**src/rtl/alu_seq.sv**
```systemverilog
// Sequential ALU with a single-cycle path for logic/add ops and iterative shift-add MUL.
// Define ALU_SEQ_DIV_EN to build the restoring divider; without it op 111 returns err=1.
module alu_seq #(
   parameter int WIDTH = 32
) (
   input  logic             clk,
   input  logic             rst,
   input  logic             in_valid,
   output logic             in_ready,
   input  logic [WIDTH-1:0] a,
   input  logic [WIDTH-1:0] b,
   input  logic [2:0]       op,
   output logic             out_valid,
   input  logic             out_ready,
   output logic [WIDTH-1:0] result,
   output logic             zero,
   output logic             ovf,
   output logic             err
);

   localparam logic [1:0] S_IDLE = 2'd0;
   localparam logic [1:0] S_MUL  = 2'd1;
`ifdef ALU_SEQ_DIV_EN
   localparam logic [1:0] S_DIV  = 2'd2;
`endif
   localparam logic [1:0] S_DONE = 2'd3;
   localparam int CW = $clog2(WIDTH);
   localparam logic [WIDTH-1:0] SMIN = {1'b1, {(WIDTH-1){1'b0}}};

   logic [1:0]       state;
   logic [CW-1:0]    cnt;
   // opr holds the multiplicand (MUL) or divisor (DIV); {hi,lo} is the shared shift register
   logic [WIDTH-1:0] opr, hi, lo;

   logic [WIDTH-1:0] imm_res;
   logic             imm_ovf, imm_err;

   always_comb begin
      imm_res = '0;
      imm_ovf = 1'b0;
      imm_err = 1'b0;
      case (op)
         3'b000: imm_res = ~a;
         3'b001: imm_res = a | b;
         3'b010: imm_res = a & b;
         3'b011: begin
            imm_res = '0 - a;
            imm_ovf = (a == SMIN);
         end
         3'b100: begin
            imm_res = a + b;
            imm_ovf = (a[WIDTH-1] == b[WIDTH-1]) && (imm_res[WIDTH-1] != a[WIDTH-1]);
         end
         3'b101: begin
            imm_res = a - b;
            imm_ovf = (a[WIDTH-1] != b[WIDTH-1]) && (imm_res[WIDTH-1] != a[WIDTH-1]);
         end
         3'b111: imm_err = 1'b1;
         default: imm_res = '0;
      endcase
   end

   logic [WIDTH:0]   mul_sum;
   logic [WIDTH-1:0] mul_hi_nxt, mul_lo_nxt;
   assign mul_sum    = {1'b0, hi} + (lo[0] ? {1'b0, opr} : {(WIDTH+1){1'b0}});
   assign mul_hi_nxt = mul_sum[WIDTH:1];
   assign mul_lo_nxt = {mul_sum[0], lo[WIDTH-1:1]};

`ifdef ALU_SEQ_DIV_EN
   logic [WIDTH:0]   div_rs, div_diff;
   logic [WIDTH-1:0] div_hi_nxt, div_lo_nxt;
   assign div_rs   = {hi, lo[WIDTH-1]};
   assign div_diff = div_rs - {1'b0, opr};
   // bit WIDTH of the difference is the borrow: set means the trial subtract failed
   assign div_hi_nxt = div_diff[WIDTH] ? div_rs[WIDTH-1:0] : div_diff[WIDTH-1:0];
   assign div_lo_nxt = {lo[WIDTH-2:0], ~div_diff[WIDTH]};
`endif

   assign in_ready  = (state == S_IDLE) && !rst;
   assign out_valid = (state == S_DONE);

   always_ff @(posedge clk or posedge rst) begin
      if (rst) begin
         state  <= S_IDLE;
         cnt    <= '0;
         opr    <= '0;
         hi     <= '0;
         lo     <= '0;
         result <= '0;
         zero   <= 1'b0;
         ovf    <= 1'b0;
         err    <= 1'b0;
      end else begin
         case (state)
            S_IDLE: if (in_valid) begin
               cnt <= '0;
               case (op)
                  3'b110: begin
                     state <= S_MUL;
                     opr   <= a;
                     hi    <= '0;
                     lo    <= b;
                  end
`ifdef ALU_SEQ_DIV_EN
                  3'b111: if (b == '0) begin
                     state  <= S_DONE;
                     result <= '1;
                     zero   <= 1'b0;
                     ovf    <= 1'b0;
                     err    <= 1'b1;
                  end else begin
                     state <= S_DIV;
                     opr   <= b;
                     hi    <= '0;
                     lo    <= a;
                  end
`endif
                  default: begin
                     state  <= S_DONE;
                     result <= imm_res;
                     zero   <= (imm_res == '0);
                     ovf    <= imm_ovf;
                     err    <= imm_err;
                  end
               endcase
            end
            S_MUL: begin
               hi  <= mul_hi_nxt;
               lo  <= mul_lo_nxt;
               cnt <= cnt + 1'b1;
               if (cnt == CW'(WIDTH-1)) begin
                  state  <= S_DONE;
                  result <= mul_lo_nxt;
                  zero   <= (mul_lo_nxt == '0);
                  ovf    <= (mul_hi_nxt != '0);
                  err    <= 1'b0;
               end
            end
`ifdef ALU_SEQ_DIV_EN
            S_DIV: begin
               hi  <= div_hi_nxt;
               lo  <= div_lo_nxt;
               cnt <= cnt + 1'b1;
               if (cnt == CW'(WIDTH-1)) begin
                  state  <= S_DONE;
                  result <= div_lo_nxt;
                  zero   <= (div_lo_nxt == '0);
                  ovf    <= 1'b0;
                  err    <= 1'b0;
               end
            end
`endif
            S_DONE: if (out_ready) state <= S_IDLE;
            default: state <= S_IDLE;
         endcase
      end
   end

endmodule

```
**config.mk**
```make
export PLATFORM = sky130hd
export DESIGN_NAME = alu_seq
export DESIGN_NICKNAME = d
export VERILOG_FILES = /design/src/rtl/alu_seq.sv
export SDC_FILE = /design/constraint.sdc
export NUM_CORES = 1
export LEC_CHECK = 0
export ABC_AREA = 1
export ABC_CLOCK_PERIOD_IN_PS = 4800
export CAP_MARGIN = 25
export CORE_MARGIN = 2
export CORE_UTILIZATION = 35
export CTS_CLUSTER_DIAMETER = 100
export DETAILED_ROUTE_END_ITERATION = 16
export PLACE_DENSITY = 0.52
export SLEW_MARGIN = 5
export SYNTH_ARGS = -nofsm -noshare
export SYNTH_HDL_FRONTEND = slang
export SYNTH_SLANG_ARGS = --single-unit
```
**constraint.sdc**
```tcl
create_clock -name clk -period 4.8 [get_ports clk]
set_clock_uncertainty 0.05 [all_clocks]
set_input_delay 1.2 -clock clk [delete_from_list [all_inputs] [get_ports clk]]
set_output_delay 1.2 -clock clk [all_outputs]
set_load 0.01 [all_outputs]
```
# Word-level counts from Yosys, hierarchy flattened
# Index checks and enable logic that the tools add are counted.
# Widths: inputs -> output; s select.
# totals
reg_bits	138
inputBits	71
output_inout_bits	37
word_cells	85
# op_classes
add_sub_neg	5
eq_ne	20
n_mux	33
bitwise_logic	3
n_reduce_logical	15
# op_table
op	count
$mux 32	8
$pmux 32 s2	3
$pmux 32 s6	1
$logic_not 32->1	2
$add 32x32->33	1
$add 32x32->32	1
$and 32x32->32	1
$eq 32x32->1 const B	1
$not 32->32	1
$or 32x32->32	1
$reduce_bool 32->1	1
$sub 1x32->32 const A	1
$sub 32x32->32	1
$eq 3x3->1 const B	4
$mux 1	10
$pmux 5 s2	1
$reduce_and 3->1	3
$mux 2	4
$eq 3x2->1 const B	2
$ne 2x2->1 const B	3
$pmux 1 s2	3
$pmux 2 s3	1
$add 5x1->5 const B	1
$eq 5x5->1 const B	1
other kinds (15)	20

# Depth between registers and ports, before layout
# logic_depth
ltp_word	7
mapped_depth	22
mapped_depth_nobuf	21

# Worst setup path after synthesis
# No wires, ideal clock.
# synth_timing
path_kind	input to register
startpoint	in a[0]
endpoint	reg zero
setup_ps	73
t_arrival_ps	3084
t_required_ps	4677
setup_slack_ps	1593
path_stages	19
path_buffers	0
path_cell_list	inv_1 > ha_1 > inv_1 > fa_1 > nand2_1 > nand2_1 > nand3_1 > nand2_1 > nand2_1 > nand3_1 > nand2_1 > nand3_1 > nand3_1 > nand3_1 > nor2_1 > nand3_1 > nor2_1 > nand2_1 > a21oi_2
# synth_via
elab_chain_len	6
word_cells_on_any_way	11
classes_between	add/sub (3); mux (4); bitwise (3); reduce/logical (1)
# synth_lines
item	line_no	source
start, declared	10	input logic [WIDTH-1:0] a,
$sub 32x32->32, or another cell as far along	55	imm_res = a - b;
$pmux 32 s6 *	42	case (op)
$logic_not 32->1 *	121	zero <= (imm_res == '0);
$mux 1 *	97	case (op)
$mux 1 *	95	S_IDLE: if (in_valid) begin
$pmux 1 s2 *	94	case (state)
end signal, assigned	121	
end signal, assigned	134	zero <= (mul_lo_nxt == '0);
end, declared	16	output logic zero,
# Mark *: on every way between the ends. The rest lies on a longest branch, timed or not. The select of a mux whose other input is x is not followed.
# A chain may end at the register's enable or synchronous reset.

# Final worst setup path
# layout_timing
startpoint	in a[13]
endpoint	reg zero
# Same word-level chain as after synthesis.

==> impl_metrics.py <==
metrics = {
    "logic_synthesis": {
        "synth_compound_area_share_pct": 13.5,
        "synthXorXnorAreaFrac_pct": 1.35,
        "synth_mux_area_share_pct": 0,
        "synthTopCellsByArea": "dfrtp_1, nand2_1, ha_1, inv_1, nand3_1",
        "ys_ff_latch": 138,
        "synthAdderAreaFrac_pct": 11.2,
        "syn-instance-count": 2629,
        "synth-edff-count": 0,
        "ys.flop_type": "dfrtp_1",
        "yosysUniqueCellTypes": 50,
        "synth_top_area_share_pct": 22.2,
        "synthArstFlopShare_pct": 100,
        "synth_area_per_cell_um2": 5.93,
        "syn_area_um2": 15600,
        "synth.yosys.seq_area_share_pct": 22.2,
        "yosys_warnings": 0,
        "synth_top_family_by_area": "simple AND/OR/NAND/NOR gates",
        "yosys.area_share.simple_pct": 38.6,
        "synth_nets": 2838,
        "synth_top_area_cell": "dfrtp_1",
    },
    "clock_network": {
        "cts_root_buf": "clkbuf_16",
        "hold_buffers": 0,
        "cts.sink_count": 138,
        "ctsHtreeMaxLevel": 4,
        "clockBufferDepth": 2,
        "cts_resized": 0,
        "clk_latency_ps": 440,
        "cts_buffers": 17,
        "clk_pin_slew_ps": 60,
        "cts_tree": "built",
        "postCtsSetupRepairBufs": 0,
    },
    "worst_setup_path": {
        "crit_path_end_kind": "flop",
        "path_cells": "clkdlybuf4s50_1, inv_1, ha_1, nand2_1, nor2_1, inv_1, nor2_1, nand4_1, nand3_1, nand2_1, nand3_1, nand3_1, nor2_1, nand3_1, nor2_1, nand2_1, a21oi_2",
        "path_buf_inv": 3,
        "cp.arrival_ps": 4760,
        "cp.depth": 17,
        "critical_path_class": "in -> reg",
        "cp_slowest_stage_delay_ps": 550,
        "setup.worst_path.start_class": "input port",
        "slowest_stage": "clkdlybuf4s50_1",
        "cp.required_ps": 5120,
        "path_delay_family": "simple AND/OR/NAND/NOR gates",
        "crit_fanout": 8,
        "ff2ff_path_depth": 17,
    },
    "floorplanning": {
        "num_rows": 77,
        "fp.dieW_um": 215,
        "core-area_um2": 44100,
        "die_h_um": 215,
        "dieArea_um2": 46200,
        "ios": 108,
        "initial_core_util_pct": 35.3,
    },
    "timing": {
        "rsz0062_at_grt": "no",
        "hold_viol": 0,
        "layout_min_cycle_time_ps": 4440,
        "finalSetupViolCount": 0,
        "slew_headroom_pct": 50.5,
        "fin_setup_tns_ps": 0,
        "period_share_pct": 92.5,
        "max_freq_mhz": 225,
        "worst_pin_slew_ps": 737,
        "finalMaxSlewViolations": 0,
    },
    "place": {
        "place.detailed.hpwl_mm": 55.9,
        "gp_congestion": 1.05,
        "io_buffers": 107,
    },
    "cells_and_area": {
        "area_delta_synth_final_pct": 17.8,
        "seq_area_um2": 3450,
        "fin_util_pct": 41.6,
        "n_fill_cell": 4918,
        "insertedDiodeCount": 0,
        "multi_input_area_um2": 10100,
        "final_common_cell": "nand2_1",
        "fin_nets": 2973,
        "final_cell_mix": "nand2_1, inv_1, nor2_1",
        "final_layout_size_suffix_gt1_share_pct": 5.80,
    },
    "routing": {
        "drt_iter0_markers": 1962,
        "vias_per_cell": 5.26,
        "drc_errors": 0,
        "drt_first_pass_iters": 9,
        "vias": 17700,
        "ant_nets": 0,
        "wirelength_mm": 67.5,
        "routedWlPerCell_um": 20.0,
    },
    "flow_run": {
        "maxCapViolCount": 0,
    },
    "run_status": {
        "status": "complete, no violations",
    },
    "global_routing": {
        "grt_max_degree": 61,
        "grt_use_met1_pct": 40.2,
        "grt_use_met3_pct": 2.85,
        "overflow": 0,
        "grt_first_pass_wirelength_mm": 102,
        "grt_pass1_vias": 17000,
        "grt_usage_pct": 28.8,
        "antenna_found_initial": 0,
        "grt_use_met2_pct": 46.6,
        "top_usage_layer": "met2",
    },
    "power": {
        "power.density_nw_per_um2": 400,
        "ir_drop_mv": 0.250,
        "cellLeakagePower_nw": 9.73,
    },
    "hold_path": {
        "holdPathStages": 2,
        "hold_path.class": "reg -> reg",
    },
}
power breakdown:
group | internal (mW) | total, mW | switching [mW]
clock | 0.829 | 1.35 | 0.522
combinational | 1.41 | 4.01 | 2.59
sequential | 1.66 | 1.99 | 0.330
total | 3.90 | 7.34 | 3.45
per-stage QoR:
stage                     power, mW  setup slack, ps  instances  area (um2)  hold WS (ps)
final                          7.34              362       3369       18400           428
after global routing           7.91              189       3369       18400           457
after CTS                      7.35              486       3368       18300           431
after detailed placement       5.97             29.9       3336       17700           416
after global placement         5.95             69.2       3335       17700           409
after floorplan                4.43             1590       2629       15600           403
cell usage after synthesis (all sizes together) (4+ instances only):
cell and number:
nand2 797, inv 441, nor2 318, nand3 240
dfrtp 138, ha 135, o21ai 118, a21oi 112
buf 49, nand4 38, clkbuf 36, a31oi 32
nor3 29, o211ai 20, o22ai 19, xor2 16
o311ai 13, a22o 12, o21bai 10, nor4 8
xnor2 8, nand3b 6, o221ai 6, and3 4
flip-flops by register name, summed over array words and instances (netlist names):
register  count
err           1
hi           32
lo           32
opr          32
zero          1
result       32
state         2
ovf           1
cnt           5
kinds of logic (layout without fill, tap and decap cells):
logic type / Yosys count / count (layout)
AND/OR/NAND/NOR: 1445 / 1445
buffers and inverters: 527 / 675
AO/OA/AOI/OAI: 357 / 357
adder cells (fa/ha/maj): 138 / 138
flip-flops: 138 / 138
XOR/XNOR: 24 / 24
metal layers:
layer / vias up / part of all wire (%)
met2: 647 / 44
met5: - / 0
met4: 0 / 3.1
met3: 103 / 5.8
met1: 8324 / 47
li1: 8653 / -
cell type report:
class                           count  area share, %
Clock inverter                     11          0.790
Clock buffer                       21           2.45
Inverter                          442           9.05
Tap cell                          592           4.03
Sequential cell                   138           18.8
Timing Repair Buffer              201           9.88
Multi-Input combinational cell   1964           55.0
worst min-delay path: cells and delay by family (launching register included):
| family | cells | cell delay (ps) |
|---|---|---|
| AND/OR/NAND/NOR | 2 | 100 |
| flip-flops | 1 | 350 |
path summary, 6_finish.rpt:
check / slack [ps] / end / start
worst min-delay path: 430 / err / err
worst max-delay path: 360 / zero / a[13]
max in group asynchronous: 2860 / result[25] / rst
worst max register to register: 1350 / ovf / lo[0]
worst min register to register: 430 / err / err
min in group asynchronous: 1020 / hi[3] / rst
No activity file was read; power rests on OpenSTA's default activity.
